### src/rtl/tcp_send_pattern_gen.sv
// -----------------------------------------------------------------------------
// tcp_send_pattern_gen
// Generates TCP TX test traffic. On a rising edge of the start bit it latches
// a job (length, op count, offset, session). For each op it emits one
// metadata beat followed by length/64 data words carrying an incrementing
// 32-bit counter. Counters and state are exposed on status_reg.
//
// Ports
//   clk, rstn                 : clock, asynchronous active-low reset
//   m_axis_tx_metadata_*      : metadata stream {length[15:0], session[15:0]}
//   m_axis_tx_data_*          : payload stream (data/keep/last)
//   control_reg[16]           : [0] bit0 start, [1] tcp_length, [2] ops,
//                               [3] offset, [4] session id in bits [15:0]
//   status_reg[8]             : [0] busy cycles, [1] ops done, [2] words sent,
//                               [3] state, [4..7] zero
// -----------------------------------------------------------------------------
module tcp_send_pattern_gen #(
   parameter int unsigned DATA_WIDTH = 512
) (
   input  logic                      clk,
   input  logic                      rstn,
   output logic                      m_axis_tx_metadata_valid,
   input  logic                      m_axis_tx_metadata_ready,
   output logic [31:0]               m_axis_tx_metadata_data,
   output logic                      m_axis_tx_data_valid,
   input  logic                      m_axis_tx_data_ready,
   output logic [DATA_WIDTH-1:0]     m_axis_tx_data_data,
   output logic [DATA_WIDTH/8-1:0]   m_axis_tx_data_keep,
   output logic                      m_axis_tx_data_last,
   input  logic [15:0][31:0]         control_reg,
   output logic [7:0][31:0]          status_reg
);

   localparam int unsigned KEEP_W = DATA_WIDTH / 8;
   localparam int unsigned WCNT_W = 10;

   typedef enum logic [2:0] {
      S_IDLE = 3'b001,
      S_META = 3'b010,
      S_DATA = 3'b100
   } state_t;

   state_t              r_state;
   state_t              w_state_nxt;

   logic                r_start_q1;
   logic                r_start_q2;
   logic                w_start_evt;

   logic [WCNT_W-1:0]   r_words;
   logic [31:0]         r_ops;
   logic [31:0]         r_offset;
   logic [15:0]         r_session;

   logic [WCNT_W-1:0]   r_idx;
   logic [WCNT_W-1:0]   w_idx_nxt;
   logic [31:0]         r_ops_done;
   logic [31:0]         w_ops_done_nxt;
   logic [31:0]         r_busy_cnt;
   logic [31:0]         r_words_sent;

   logic                w_accept;
   logic                w_meta_hs;
   logic                w_data_hs;
   logic                w_last_word;
   logic [WCNT_W-1:0]   w_cfg_words;

   logic [WCNT_W-1:0]   w_words_nxt;
   logic [31:0]         w_offset_nxt;
   logic [15:0]         w_session_nxt;

   logic                w_unused;

   assign w_cfg_words  = control_reg[1][15:6];
   assign w_start_evt  = r_start_q1 & ~r_start_q2;
   assign w_meta_hs    = m_axis_tx_metadata_valid & m_axis_tx_metadata_ready;
   assign w_data_hs    = m_axis_tx_data_valid & m_axis_tx_data_ready;
   assign w_last_word  = (r_idx == (r_words - WCNT_W'(1)));

   // Job parameters as they will be after this cycle (new values on accept)
   assign w_words_nxt   = w_accept ? w_cfg_words         : r_words;
   assign w_offset_nxt  = w_accept ? control_reg[3]      : r_offset;
   assign w_session_nxt = w_accept ? control_reg[4][15:0] : r_session;

   // Ignored control bits
   assign w_unused = ^{control_reg[15:5], control_reg[4][31:16],
                       control_reg[1][31:16], control_reg[1][5:0],
                       control_reg[0][31:1]};

   // Start synchroniser; flops reset high so a start bit held high through
   // reset looks like a steady level, not an edge, after release
   always_ff @(posedge clk or negedge rstn) begin
      if (!rstn) begin
         r_start_q1 <= 1'b1;
         r_start_q2 <= 1'b1;
      end else begin
         r_start_q1 <= control_reg[0][0];
         r_start_q2 <= r_start_q1;
      end
   end

   // State register
   always_ff @(posedge clk or negedge rstn) begin
      if (!rstn) begin
         r_state <= S_IDLE;
      end else begin
         r_state <= w_state_nxt;
      end
   end

   // Next-state and counter update logic
   always_comb begin
      w_state_nxt    = r_state;
      w_idx_nxt      = r_idx;
      w_ops_done_nxt = r_ops_done;
      w_accept       = 1'b0;
      case (r_state)
         S_IDLE: begin
            if (w_start_evt && (control_reg[2] != 32'd0) && (w_cfg_words != WCNT_W'(0))) begin
               w_accept       = 1'b1;
               w_state_nxt    = S_META;
               w_idx_nxt      = WCNT_W'(0);
               w_ops_done_nxt = 32'd0;
            end
         end
         S_META: begin
            if (w_meta_hs) begin
               w_state_nxt = S_DATA;
            end
         end
         S_DATA: begin
            if (w_data_hs) begin
               if (w_last_word) begin
                  w_idx_nxt      = WCNT_W'(0);
                  w_ops_done_nxt = r_ops_done + 32'd1;
                  w_state_nxt    = ((r_ops_done + 32'd1) == r_ops) ? S_IDLE : S_META;
               end else begin
                  w_idx_nxt = r_idx + WCNT_W'(1);
               end
            end
         end
         default: begin
            w_state_nxt = S_IDLE;
         end
      endcase
   end

   // Job latch and counters
   always_ff @(posedge clk or negedge rstn) begin
      if (!rstn) begin
         r_words      <= '0;
         r_ops        <= '0;
         r_offset     <= '0;
         r_session    <= '0;
         r_idx        <= '0;
         r_ops_done   <= '0;
         r_busy_cnt   <= '0;
         r_words_sent <= '0;
      end else begin
         r_words    <= w_words_nxt;
         r_offset   <= w_offset_nxt;
         r_session  <= w_session_nxt;
         r_idx      <= w_idx_nxt;
         r_ops_done <= w_ops_done_nxt;
         if (w_accept) begin
            r_ops <= control_reg[2];
         end
         if (w_accept) begin
            r_busy_cnt <= '0;
         end else if ((r_state != S_IDLE) && (r_busy_cnt != 32'hFFFF_FFFF)) begin
            r_busy_cnt <= r_busy_cnt + 32'd1;
         end
         if (w_data_hs) begin
            r_words_sent <= r_words_sent + 32'd1;
         end
      end
   end

   // Registered stream outputs, driven from the next state so valid and
   // payload line up with the state register and hold while stalled
   always_ff @(posedge clk or negedge rstn) begin
      if (!rstn) begin
         m_axis_tx_metadata_valid <= 1'b0;
         m_axis_tx_metadata_data  <= '0;
         m_axis_tx_data_valid     <= 1'b0;
         m_axis_tx_data_data      <= '0;
         m_axis_tx_data_keep      <= '0;
         m_axis_tx_data_last      <= 1'b0;
      end else begin
         m_axis_tx_metadata_valid <= (w_state_nxt == S_META);
         m_axis_tx_metadata_data  <= (w_state_nxt == S_META) ?
                                     {w_words_nxt, 6'b0, w_session_nxt} : 32'd0;
         m_axis_tx_data_valid     <= (w_state_nxt == S_DATA);
         m_axis_tx_data_data      <= (w_state_nxt == S_DATA) ?
                                     DATA_WIDTH'(w_offset_nxt + 32'(w_idx_nxt)) : '0;
         m_axis_tx_data_keep      <= (w_state_nxt == S_DATA) ? {KEEP_W{1'b1}} : '0;
         m_axis_tx_data_last      <= (w_state_nxt == S_DATA) &&
                                     (w_idx_nxt == (w_words_nxt - WCNT_W'(1)));
      end
   end

   assign status_reg[0] = r_busy_cnt;
   assign status_reg[1] = r_ops_done;
   assign status_reg[2] = r_words_sent;
   assign status_reg[3] = 32'(r_state);
   assign status_reg[4] = 32'd0;
   assign status_reg[5] = 32'd0;
   assign status_reg[6] = 32'd0;
   assign status_reg[7] = 32'd0;

endmodule

### config.mk
export PLATFORM = sky130hd
export DESIGN_NAME = tcp_send_pattern_gen
export DESIGN_NICKNAME = d
export VERILOG_FILES = /design/src/rtl/tcp_send_pattern_gen.sv
export SDC_FILE = /design/constraint.sdc
export NUM_CORES = 1
export LEC_CHECK = 0
export ABC_AREA = 1
export CORE_AREA = 3 3 545 547
export CTS_BUF_LIST = sky130_fd_sc_hd__clkbuf_16
export DETAILED_ROUTE_END_ITERATION = 8
export DIE_AREA = 0 0 548 550
export SYNTH_ARGS = -nofsm -noshare
export SYNTH_HDL_FRONTEND = slang
export SYNTH_SLANG_ARGS = --single-unit
### constraint.sdc
create_clock -name clk -period 8.14 [get_ports clk]
set_input_delay 0.814 -clock clk [delete_from_list [all_inputs] [get_ports clk]]
set_output_delay 0.814 -clock clk [all_outputs]
set_load 0.005 [all_outputs]
# ---- Yosys cells after proc, flatten, opt, wreduce, memory -nomap -nowiden
# Cells that the tools add are included.
dict set report classes {
  bitwise_logic 4
  muxes 24
  n_eq_ne 13
  n_addsub 7
  n_reduce_logical 9
}
# op n
set op_table {}
lappend op_table {{2-to-1 mux 32 bit} 7}
lappend op_table {{adder 32 x 1 -> 32 bit, second input constant} 3}
lappend op_table {{2-to-1 mux 64 bit} 1}
lappend op_table {{case mux 32 bit (2 select lines)} 1}
lappend op_table {{2-to-1 mux 10 bit} 4}
lappend op_table {{adder 32 x 10 -> 33 bit} 1}
lappend op_table {{2-to-1 mux 33 bit} 1}
lappend op_table {{equality test 32 bit} 1}
lappend op_table {{!= test 32 bit, second input constant} 1}
lappend op_table {{nonzero test 32 bit} 1}
lappend op_table {{equality test 10 bit} 2}
lappend op_table {{case mux 10 bit (2 select lines)} 1}
lappend op_table {{subtractor 10 x 1 -> 10 bit, second input constant} 2}
lappend op_table {{2-to-1 mux 16 bit} 1}
lappend op_table {{2-to-1 mux 3 bit} 4}
lappend op_table {{adder 10 x 1 -> 10 bit, second input constant} 1}
lappend op_table {{nonzero test 10 bit} 1}
lappend op_table {{case mux 3 bit (3 select lines)} 1}
lappend op_table {{equality test 3 x 2 -> 1 bit, second input constant} 2}
lappend op_table {{equality test 3 bit, second input constant} 2}
lappend op_table {{!= test 2 bit, second input constant} 3}
lappend op_table {{logical AND 1 bit} 4}
lappend op_table {{AND reduction 4 bit} 1}
lappend op_table {{nonzero test 2 bit} 2}
lappend op_table {{other kinds (6)} 9}
dict set report word_totals {
  wordCells 74
  reg_bits 333
  out_inout_bits 867
  input_bits 516
}

# ---- Depth between registers and ports, before layout
# Gate-level depths: netlist (run 1).
dict set report logic_depth {
  depth_word 10
  ltp_mapped 28
  ltp_nobuf 28
}

# ---- Least setup slack after synthesis (run 1)
# OpenSTA, ideal clock, no wires.
dict set report synth_timing {
  path_kind {register to register}
  from {register, netlist name m_axis_tx_data_keep[62]}
  to {register m_axis_tx_data_data[30]}
  required_time_ns 8.007
  path_stages_with_launch 21
  t_arrival_ns 3.957
  setup_time_ns 0.133
  setup_slack_ns 4.050
  n_path_buf 1
  period_less_slack_ns 4.090
  cell_sequence {dfrtp_1 -> nand2_2 -> inv_2 -> nand3_1 -> nor2_1 -> nand3_1 -> nor2_2 -> nand3_4 -> nand2_1 -> inv_2 -> nand3b_1 -> o21ai_0 -> ha_1 -> nand2_1 -> o21a_1 -> o22a_1 -> nand2_1 -> buf_4 -> nand4_1 -> nand2_1 -> nor2_1}
}
# item line
set synth_lines {}
lappend synth_lines {{end signal, assigned} 194} ;# m_axis_tx_data_data <= (w_state_nxt == S_DATA) ?
lappend synth_lines {{end, declared} 27} ;# output logic [DATA_WIDTH-1:0] m_axis_tx_data_data,

# ---- Worst setup path after layout (run 1)
dict set report layout_timing {
  from {input port m_axis_tx_data_ready}
  to {register m_axis_tx_data_data[24]}
}
dict set report layout_via {
  elab_chain_len 5
  word_cells_on_any_way 8
  classes_between {add/sub: 1; eq/ne: 1; mux: 5; bitwise: 1}
}
# item line
set layout_rtl {}
lappend layout_rtl {{start, declared} 26} ;# input logic m_axis_tx_data_ready,
lappend layout_rtl {{AND 1 bit} 77} ;# assign w_data_hs = m_axis_tx_data_valid & m_axis_tx_data_ready;
lappend layout_rtl {{2-to-1 mux 10 bit} 132} ;# if (w_data_hs) begin
lappend layout_rtl {{case mux 10 bit (2 select lines)} 117} ;# case (r_state)
lappend layout_rtl {{net w_idx_nxt[6]} 56} ;# logic [WCNT_W-1:0] w_idx_nxt;
lappend layout_rtl {{adder 32 x 10 -> 33 bit} 195} ;# DATA_WIDTH'(w_offset_nxt + 32'(w_idx_nxt)) : '0;
lappend layout_rtl {{2-to-1 mux 33 bit} 194}
# The timed path passes the listed nets, and every way through them passes these cells.
# A chain may end at the register's enable or synchronous reset.

==> out/metrics.yaml, run 1 <==
finalHoldViolCount: 0
htreeDepth: 2
syn_area_per_cell_um2: 7.80
power_density_mw_per_mm2: 207
synthCells: 2474
clock.fmax_mhz: 203
wirelength_mm: 88.1
worst_slew_pin_slew_ns: 0.939
gp_congestion: 0.819
synth_edf_count: 0
crit_required_ns: 8.65
synth-compound-area-share_pct: 5.56
status: "finished, final reports clean"
arrival_ns: 5.44
synth.area.mux_share_pct: 0
layout_min_cycle_time_ns: 4.93
multiInputGateArea_mm2: 0.00877
grt_usage_pct: 5.55
synth.distinct_cells: 51
worstSkewPairLatency_ns: 0.66
drtIter0Drc: 664
core_mm2: 0.293
postSynth.asyncResetShare_pct: 100
yosysSeqAreaShare_pct: 34.1
grt_pass1_wl_mm: 112
final_nets: 3284
syn_area_mm2: 0.0193
dieArea_mm2: 0.301
end_kind: "flop"
whs_ns: 0.120
synth-simple-area-share_pct: 21.8
vdd_drop_max_uv: 140
drc_errors: 0
start_util_pct: 6.59
design_area_mm2: 0.0259
die_w_um: 548
cts_made_buffers: 41
setup_tns_ns: 0
synth_seq_cells: 263
swShare_pct: 38.5
firstDrtPassIters: 5
dpl-instance-area_mm2: 0.0245
switchingPower_mw: 2.07
p_clk_share_pct: 35.9
cts_tree: "built"
clockBufferDepth: 3
row_count: 199
cts_hold_buffers: 0
clk_pin_slew_ns: 0.06
ios: 1383
antenna_found_initial: 72
crit_path_start_kind: "input port"
root_buffer: "clkbuf_16"
synth_fa_ha_area_share_pct: 0.972
grt_max_degree: 110
drv_slew: 0
synth_xor_area_share_pct: 4.63
synthToLayoutAreaGrowth_pct: 34.2
critical_path_class: "in -> reg"
p_seq_share_pct: 32.3
nFillCells: 34200
port_buffers: 319
p_leak_nw: 10.9
r2r_cells: 22
cp_max_fo: 12
grt_pass1_vias: 12800
cap_violations: 0
antenna_left: 0
p_comb_share_pct: 31.7
final_cell_count_no_fill: 6714
setup_viol: 0
slew_headroom_pct: 37.3
final-seq-area_mm2: 0.00659
post-route-util_pct: 8.84
synth_top_family_by_area: "buffers and inverters"
cts_setup_buffers: 0
min_path_type: "in -> async"
ys_warn_count: 0
period_share_pct: 60.6
rsz0062_at_grt: "false"
dp.cells: 6629
wire_per_inst_um: 13.1
clock_sinks: 263
dp.final_hpwl_mm: 74.8
internal-power_mw: 3.30
fin_worst_skew_ns: 0.0650
drive_gt1_share_pct: 7.91
vias: 14800
synthFlopType: "dfrtp_1"
grt_overflow: 0
ctsResizeCount: 0
viasPerCell: 2.21
die_height_um: 550
==> state kept, by name, indices dropped and copies added (netlist names) <==
register                  cells
r_session                    16
m_axis_tx_data_data          33
m_axis_tx_data_keep           1
m_axis_tx_metadata_data      26
r_words_sent                 32
r_idx                        10
r_state                       3
r_offset                     32
r_busy_cnt                   32
m_axis_tx_data_last           1
r_ops_done                   32
m_axis_tx_metadata_valid      1
r_start_q1                    1
r_start_q2                    1
r_ops                        32
r_words                      10
==> cell usage after synthesis (all sizes together), types with 21 or more instances <==
| cell type | count | area [µm²] |
|---|---|---|
| buf | 718 | 5400 |
| nand2 | 503 | 1980 |
| dfrtp | 260 | 6510 |
| inv | 233 | 875 |
| nor2 | 185 | 798 |
| o21ai | 113 | 569 |
| nand3 | 92 | 533 |
| xor2 | 81 | 709 |
| a21oi | 52 | 264 |
| nor3 | 51 | 303 |
| nand4 | 35 | 225 |
| or2 | 27 | 169 |
| clkbuf | 22 | 82.6 |
| xnor2 | 21 | 184 |
==> power groups by stage <==
stage	Combinational (mW)	Sequential (mW)	Clock, mW
floorplan	1.28	1.73	0
global placement	1.73	1.75	0
detailed placement	1.73	1.76	0
CTS	1.74	1.74	2.04
global route	1.95	1.77	2.08
finish	1.70	1.73	1.93
==> critical path, stage by stage <==
cell and delay, ns:
clkdlybuf4s50_1 0.49, nand2_2 0.05, buf_4 0.20, inv_2 0.19, nand3_1 0.10, nor2_1 0.11
nand3_1 0.10, nor2_2 0.15, nand3_4 0.25, nand2_1 0.57, inv_2 0.13, nand3b_1 0.11
o21ai_0 0.18, ha_1 0.42, nand2_1 0.13, nor3_1 0.35, nand2_1 0.09, nand2_1 0.35
nand3_1 0.23, nand2_1 0.10, nand2_1 0.05, nor2_1 0.19
==> kinds of logic (layout without fill, tap and decap cells) <==
family,Yosys count,count (layout)
adders and majority gates,15,15
AOI/OAI and AO/OA,199,199
and+or+nand+nor,920,920
other,1,654
buffers and inverters,974,642
DFF,263,263
xor gates and xnor gates,102,102
==> cells in the final DEF (no fill, tap or decap), drive strengths merged, types with 8 or more instances in the layout <==
| cell | count |
|---|---|
| conb | 642 |
| nand2 | 503 |
| clkdlybuf4s50 | 318 |
| dfrtp | 260 |
| inv | 248 |
| nor2 | 185 |
| o21ai | 113 |
| nand3 | 92 |
| xor2 | 81 |
| a21oi | 52 |
| nor3 | 51 |
| clkbuf | 41 |
| nand4 | 35 |
| or2 | 27 |
| xnor2 | 21 |
| o22ai | 17 |
| buf | 17 |
| ha | 15 |
| nor4 | 15 |
| diode | 12 |
| clkinv | 11 |
| nand3b | 8 |
==> metrics by stage <==
stage | worst slack [ns] | power [mW]
final | 3.21 | 5.36
after CTS | 3.21 | 5.52
after global placement | 2.55 | 3.48
after floorplan | 4.05 | 3.01
after global routing | 2.88 | 5.80
after detailed placement | 2.56 | 3.49
==> path summary, 6_finish.rpt <==
| check | start | to | slack (ns) |
|---|---|---|---|
| max | m_axis_tx_data_ready | m_axis_tx_data_data[24] | 3.21 |
| min | rstn | r_busy_cnt[26] | 0.12 |
| max reg2reg | m_axis_tx_data_keep[62] | m_axis_tx_data_data[24] | 3.26 |
| min reg2reg | r_start_q1 | r_start_q2 | 0.34 |
| max in group asynchronous | rstn | r_words_sent[25] | 6.73 |
| min in group clk | r_start_q1 | r_start_q2 | 0.34 |
==> layout make-up <==
class	instances	area share, %
timing repair buffer	335	12.9
clock buffer	41	3.96
tap	3919	18.9
multi-input combinational	1878	33.8
sequential	263	25.4
antenna	12	0.116
clock inverter	32	1.48
inverter	234	3.39
==> per-layer routing <==
metal / part of all wire (%) / global-route usage [%] / vias to the layer above
li1: - / - / 6998
met1: 38 / 6.23 / 6622
met2: 46 / 9.33 / 1011
met3: 12 / 2.46 / 187
met4: 3.6 / 1.91 / 6
met5: 0.039 / 0 / -
Power figures use the tool's default switching activity.
==> run 2: changes to the inputs <==
--- a/config.mk
+++ b/config.mk
@@ -6,10 +6,10 @@
 export NUM_CORES = 1
 export LEC_CHECK = 0
 export ABC_AREA = 1
-export CORE_AREA = 3 3 545 547
+export CORE_AREA = 3 3 534 536
 export CTS_BUF_LIST = sky130_fd_sc_hd__clkbuf_16
 export DETAILED_ROUTE_END_ITERATION = 8
-export DIE_AREA = 0 0 548 550
+export DIE_AREA = 0 0 537 539
 export SYNTH_ARGS = -nofsm -noshare
 export SYNTH_HDL_FRONTEND = slang
 export SYNTH_SLANG_ARGS = --single-unit
==> constraint.sdc (replaced) <==
create_clock -name clk -period 5 [get_ports clk]
set_input_delay 0.5 -clock clk [delete_from_list [all_inputs] [get_ports clk]]
set_output_delay 0.5 -clock clk [all_outputs]
set_load 0.005 [all_outputs]
==> run 2 against run 1 <==
  * Final cell count shrank 2.4%
  * Non-clock buffer count increased by 19
  * Clock power increased by 48%
  * First-iteration DRC count is 6.9% higher
  * Critical path type is now reg -> reg
  * Largest power group unchanged
==> out/metrics.yaml, run 2 (synthesized netlist as in run 1, its figures left out) <==
path_cells: "inv_2 > ha_1 > nand2_1 > nor2_2 > nand2_1 > nand2_1 > nand2_1 > nand2_1 > nor2_2 > nand3_4 > nand2_1 > buf_12 > o21ai_0 > ha_1 > a21oi_1 > o21a_1 > o22a_1 > nand2_1 > buf_4 > nand2_1 > nor2_1 > nor3_1 > buf_4"
arrival_ns: 4.81  # -0.63 ns
p_comb_share_pct: 32.8  # +1.1 points
cap_violations: 0  # unchanged
clock.fmax_mhz: 234
cts_tree: "built"
cp_max_fo: 7  # -5
ios: 1383  # unchanged
largest_reg_flops: 33  # unchanged
switchingPower_mw: 3.28  # +58%
slew_headroom_pct: 44.7  # +7.3 points
drive_gt1_share_pct: 8.40  # +0.49 points
drc_errors: 0  # unchanged
p_clk_share_pct: 33.8  # -2.1 points
period_share_pct: 85.4
core_mm2: 0.281  # -4.0%
setup_tns_ns: 0  # unchanged
dieArea_mm2: 0.289  # -4.0%
grt_overflow: 0  # unchanged
root_buffer: "clkbuf_16"
clk_pin_slew_ns: 0.06  # about the same
grt_max_degree: 101  # -8.2%
synthToLayoutAreaGrowth_pct: 33.4
drtIter0Drc: 710  # +6.9%
power_density_mw_per_mm2: 329  # +59%
layout_min_cycle_time_ns: 4.27
crit_required_ns: 5.54  # -3.11 ns
min_path_type: "in -> reg"
grt_pass1_wl_mm: 110  # -2.0%
die_height_um: 539  # -2.0%
critPathMaxStageDelay_ns: 0.45  # -0.12 ns
rsz0062_at_grt: "false"
die_w_um: 537  # -2.0%
start_util_pct: 6.86  # +0.28 points
post-route-util_pct: 9.15  # +0.31 points
dp.cells: 6471  # -2.4%
antenna_found_initial: 73  # +1.4%
fin_worst_skew_ns: 0.0493  # -0.0156 ns
clock_sinks: 263  # unchanged
wirelength_mm: 84.4  # -4.1%
finalHoldViolCount: 0  # unchanged
clockBufferDepth: 3  # unchanged
regMostFlops: "m_axis_tx_data_data"
drv_slew: 0  # unchanged
worstSkewPairLatency_ns: 0.64  # -0.02 ns
internal-power_mw: 5.19  # +57%
row_count: 195  # -2.0%
worst_slew_pin_slew_ns: 0.828  # -0.112 ns
crit_path_start_kind: "flop"
design_area_mm2: 0.0258  # -0.59%
gp_congestion: 0.820  # about the same
dpl-instance-area_mm2: 0.0244  # -0.19%
cpMostUsedCell: "nand2_1"
whs_ns: 0.315  # +0.195 ns
setup_viol: 0  # unchanged
antenna_left: 0  # unchanged
critical_path_class: "reg -> reg"
htreeDepth: 2  # unchanged
end_kind: "flop"
wire_per_inst_um: 12.9  # -1.8%
vias: 15000  # +1.2%
dp.final_hpwl_mm: 72.3  # -3.4%
p_seq_share_pct: 33.5  # +1.2 points
swShare_pct: 38.7  # +0.17 points
layout_common_cells: "conb_1, nand2_1, clkdlybuf4s50_1"
viasPerCell: 2.29  # +3.7%
crit_slowest_cell: "o21ai_0"
port_buffers: 319  # unchanged
grt_pass1_vias: 13000  # +0.97%
p_leak_nw: 11.0  # +0.30%
grt_usage_pct: 5.59  # +0.037 points
ctsResizeCount: 0  # unchanged
final_nets: 3300  # +0.49%
vdd_drop_max_uv: 209  # +49%
cts_made_buffers: 38  # -7.3%
firstDrtPassIters: 5  # unchanged
final_cell_count_no_fill: 6556  # -2.4%
status: "finished, final reports clean"
final_common_cell: "conb_1"
-- run 2: power by group through the flow --
stage | Combinational [mW] | Clock, mW | Sequential (mW)
floorplan | 2.08 | 0 | 2.82
global placement | 2.80 | 0 | 2.86
detailed placement | 2.81 | 0 | 2.87
CTS | 2.82 | 2.99 | 2.83
global route | 3.17 | 3.08 | 2.89
finish | 2.77 | 2.86 | 2.83
-- run 2: final timing paths --
kind                                                end      startpoint  slack (ns)  cells past startpoint
worst max-delay path            m_axis_tx_data_data[16]      r_words[0]        0.73                     23
worst min-delay path                         r_start_q1  control_reg[0]        0.31                      1
min in group asynchronous                r_busy_cnt[26]            rstn        0.38                      2
worst max register to register  m_axis_tx_data_data[16]      r_words[0]        0.73                     23
max in group asynchronous                r_ops_done[24]            rstn        3.61                      3
worst min register to register               r_start_q2      r_start_q1        0.37                      0
-- run 2: per-stage QoR --
step	setup slack (ns)	total power, mW
floorplan	0.910	4.90
global placement	0.364	5.66
detailed placement	0.368	5.67
CTS	0.722	8.65
global route	0.324	9.15
finish	0.732	8.46
-- run 2: critical path: cells and delay by family (launching register included) --
kind / cells / cell delay (ns)
AO/OA/AOI/OAI: 4 / 1.07
adder cells (fa/ha/maj): 2 / 0.56
buffers and inverters: 4 / 0.72
flip-flops: 1 / 0.41
AND/OR/NAND/NOR: 13 / 1.41
-- run 2: layer usage --
metal / vias up / GRT usage (%) / wire length [µm]
li1: 7029 / - / -
met1: 6757 / 6.09 / 31300
met2: 1041 / 9.40 / 39900
met3: 172 / 2.50 / 10700
met4: 8 / 2.25 / 2550
met5: - / 0 / 46
-- run 2: repair_timing --
item,CTS,global route
hold buffers,1,0
buffers inserted,0,0
hold endpoints to repair,39,0
-- run 2: layout make-up --
| cell class | count | area, µm² |
|---|---|---|
| Clock buffer | 38 | 951 |
| Clock inverter | 31 | 335 |
| Inverter | 234 | 878 |
| Timing Repair Buffer | 354 | 3510 |
| Antenna cell | 15 | 37.5 |
| Multi-Input combinational cell | 1878 | 8770 |
| Tap cell | 3743 | 4680 |
| Fill cell | 32900 | 256000 |
| Sequential cell | 263 | 6590 |
==> run 3: changes to the inputs <==
--- a/config.mk
+++ b/config.mk
@@ -10,6 +10,7 @@
 export CTS_BUF_LIST = sky130_fd_sc_hd__clkbuf_16
 export DETAILED_ROUTE_END_ITERATION = 8
 export DIE_AREA = 0 0 537 539
+export PLACE_DENSITY = 0.3
 export SYNTH_ARGS = -nofsm -noshare
 export SYNTH_HDL_FRONTEND = slang
 export SYNTH_SLANG_ARGS = --single-unit
==> run 3 against run 2 <==
  * Critical path depth grew 2
  * Sequential share of layout area shrank 0.64 points
  * Register-to-register slack is essentially flat
  * Cell area grew 2.6%
  * Global-route usage shrank 0.24 points
  * Highest routed layer unchanged
  * Final cell count grew 1.3%
  * First-iteration DRC count shrank 4.8%
  * Critical endpoint is now m_axis_tx_data_data[21]
  * Clock skew grew 0.0029 ns
  * Hold slack gained 0.042 ns
==> out/metrics.yaml, run 3 (synthesized netlist as in run 1, its figures left out) <==
clock.fmax_mhz: 235  # +0.12%
design_area_mm2: 0.0264  # +2.6%
cts_tree: "built"
dieArea_mm2: 0.289  # unchanged
finalHoldViolCount: 0  # unchanged
drv_slew: 0  # unchanged
p_comb_share_pct: 35.5  # +2.7 points
clockBufferDepth: 3  # unchanged
final_common_cell: "conb_1"
crit_family: "simple AND/OR/NAND/NOR gates"
core_mm2: 0.281  # unchanged
crit_slowest_cell: "dfrtp_1"
firstDrtPassIters: 5  # unchanged
worstSkewPairLatency_ns: 0.64  # about the same
period_share_pct: 85.3  # -0.11 points
clock_sinks: 263  # unchanged
p_clk_share_pct: 32.2  # -1.6 points
crit_required_ns: 5.51  # -0.03 ns
root_buffer: "clkbuf_16"
internal-power_mw: 5.38  # +3.7%
slew_headroom_pct: 44.2  # -0.41 points
ctsResizeCount: 0  # unchanged
regMostFlops: "m_axis_tx_data_data"
wire_per_inst_um: 12.1  # -5.8%
layout_min_cycle_time_ns: 4.26  # -0.00527 ns
min_path_type: "in -> reg"
vdd_drop_max_uv: 196  # -6.2%
swShare_pct: 39.2  # +0.45 points
power_density_mw_per_mm2: 335  # +1.9%
dp.final_hpwl_mm: 64.8  # -10%
final_cell_count_no_fill: 6644  # +1.3%
rsz0062_at_grt: "false"
fin_worst_skew_ns: 0.0522  # +0.00289 ns
grt_pass1_vias: 14500  # +12%
clk_pin_slew_ns: 0.06  # about the same
status: "finished, final reports clean"
grt_overflow: 0  # unchanged
end_kind: "flop"
p_leak_nw: 11.4  # +4.5%
critPathMaxStageDelay_ns: 0.43  # -0.02 ns
gp_congestion: 0.754  # -8.0%
cpMostUsedCell: "nand2_1"
cap_violations: 0  # unchanged
setup_tns_ns: 0  # unchanged
cts_made_buffers: 42  # +11%
htreeDepth: 2  # unchanged
arrival_ns: 4.77  # -0.04 ns
drive_gt1_share_pct: 11.3  # +2.9 points
critPathBufInv: 4  # unchanged
port_buffers: 319  # unchanged
dpl-instance-area_mm2: 0.0251  # +2.9%
ios: 1383  # unchanged
die_height_um: 539  # unchanged
row_count: 195  # unchanged
cp-startpoint: "r_words[0]"
p_seq_share_pct: 32.3  # -1.2 points
worst_slew_pin_slew_ns: 0.836  # +0.00870 ns
grt_pass1_wl_mm: 111  # +0.44%
die_w_um: 537  # unchanged
grt_usage_pct: 5.36  # -0.24 points
grt_max_degree: 111  # +9.9%
cp_max_fo: 13  # +6
hp-start: "control_reg[0]"
largest_reg_flops: 33  # unchanged
viasPerCell: 2.27  # -0.71%
crit_path_start_kind: "flop"
synthToLayoutAreaGrowth_pct: 36.8
setup_viol: 0  # unchanged
r2r-start: "r_words[0]"
drtIter0Drc: 676  # -4.8%
dp.cells: 6564  # +1.4%
wirelength_mm: 80.6  # -4.5%
antenna_found_initial: 17  # -77%
layout_common_cells: "conb_1, nand2_1, clkdlybuf4s50_1"
total_power_mw: 8.84  # +4.5%
critical_path_class: "reg -> reg"
start_util_pct: 6.86  # unchanged
final_nets: 3397  # +2.9%
antenna_left: 0  # unchanged
drc_errors: 0  # unchanged
vias: 15100  # +0.63%
switchingPower_mw: 3.46  # +5.7%
-- run 3: power groups by stage --
stage               registers (mW)  logic (mW)  clock network [mW]
global route                  2.92        3.60                3.11
global placement              2.90        3.24                   0
floorplan                     2.82        2.08                   0
finish                        2.86        3.14                2.85
detailed placement            2.90        3.22                   0
CTS                           2.87        3.24                3.06
-- run 3: final cells by class --
type,count,area (µm²)
Fill cell,32800,255000
Multi-Input combinational cell,1878,8770
Sequential cell,263,6590
Tap cell,3743,4680
Timing Repair Buffer,447,4220
Clock buffer,43,1080
Inverter,234,878
Clock inverter,34,190
Antenna cell,2,5.00
-- run 3: stage by stage --
step / setup slack, ns / util, % / hold slack, ns
after global placement: 0.137 / 8.93 / 0.359
after CTS: 0.591 / 9.39 / 0.275
after global routing: 0.380 / 9.39 / 0.296
after detailed placement: 0.184 / 8.93 / 0.362
final: 0.737 / 9.39 / 0.357
after floorplan: 0.910 / - / 0.204
-- run 3: final timing paths --
path	to	slack, ns	depth (start not counted)
setup / recovery	m_axis_tx_data_data[21]	0.74	25
hold reg to reg	r_start_q2	0.37	0
min in group asynchronous	r_state[2]	0.41	2
max in group asynchronous	r_words_sent[18]	3.51	3
setup reg to reg	m_axis_tx_data_data[21]	0.74	25
hold / removal	r_start_q1	0.36	1
-- run 3: worst reg2reg max path: stages (launching register included) --
cell and delay (ns):
dfrtp_1 0.43, inv_2 0.14, ha_1 0.22, nand2_1 0.12, nor2_2 0.17, nand2_1 0.09, nand3_1 0.07, nand2_1 0.09
nor2_2 0.16, nand3_4 0.15, nand2_1 0.25, inv_2 0.11, nand3_1 0.08, o21ai_1 0.14, buf_4 0.17, ha_1 0.39
nand2_1 0.19, nor2_1 0.30, inv_2 0.10, nor2_4 0.13, nand2_2 0.07, nand2_4 0.18, nand3_1 0.10, nand2_1 0.07
nand2_1 0.04, nor2_1 0.22
-- run 3: timing repair --
item / CTS / global route
hold buffers: 1 / 0
hold endpoints to repair: 32 / 0
endpoints found under the setup margin: 0 / 0
setup buffers: 0 / 0
-- run 3: routing by layer --
metal | track usage (%) | part of all wire (%) | vias to the layer above
li1 | - | - | 7213
met1 | 6.16 | 40 | 6932
met2 | 9.64 | 49 | 851
met3 | 1.48 | 8.2 | 103
met4 | 1.40 | 2.4 | 2
met5 | 0 | 0.016 | -
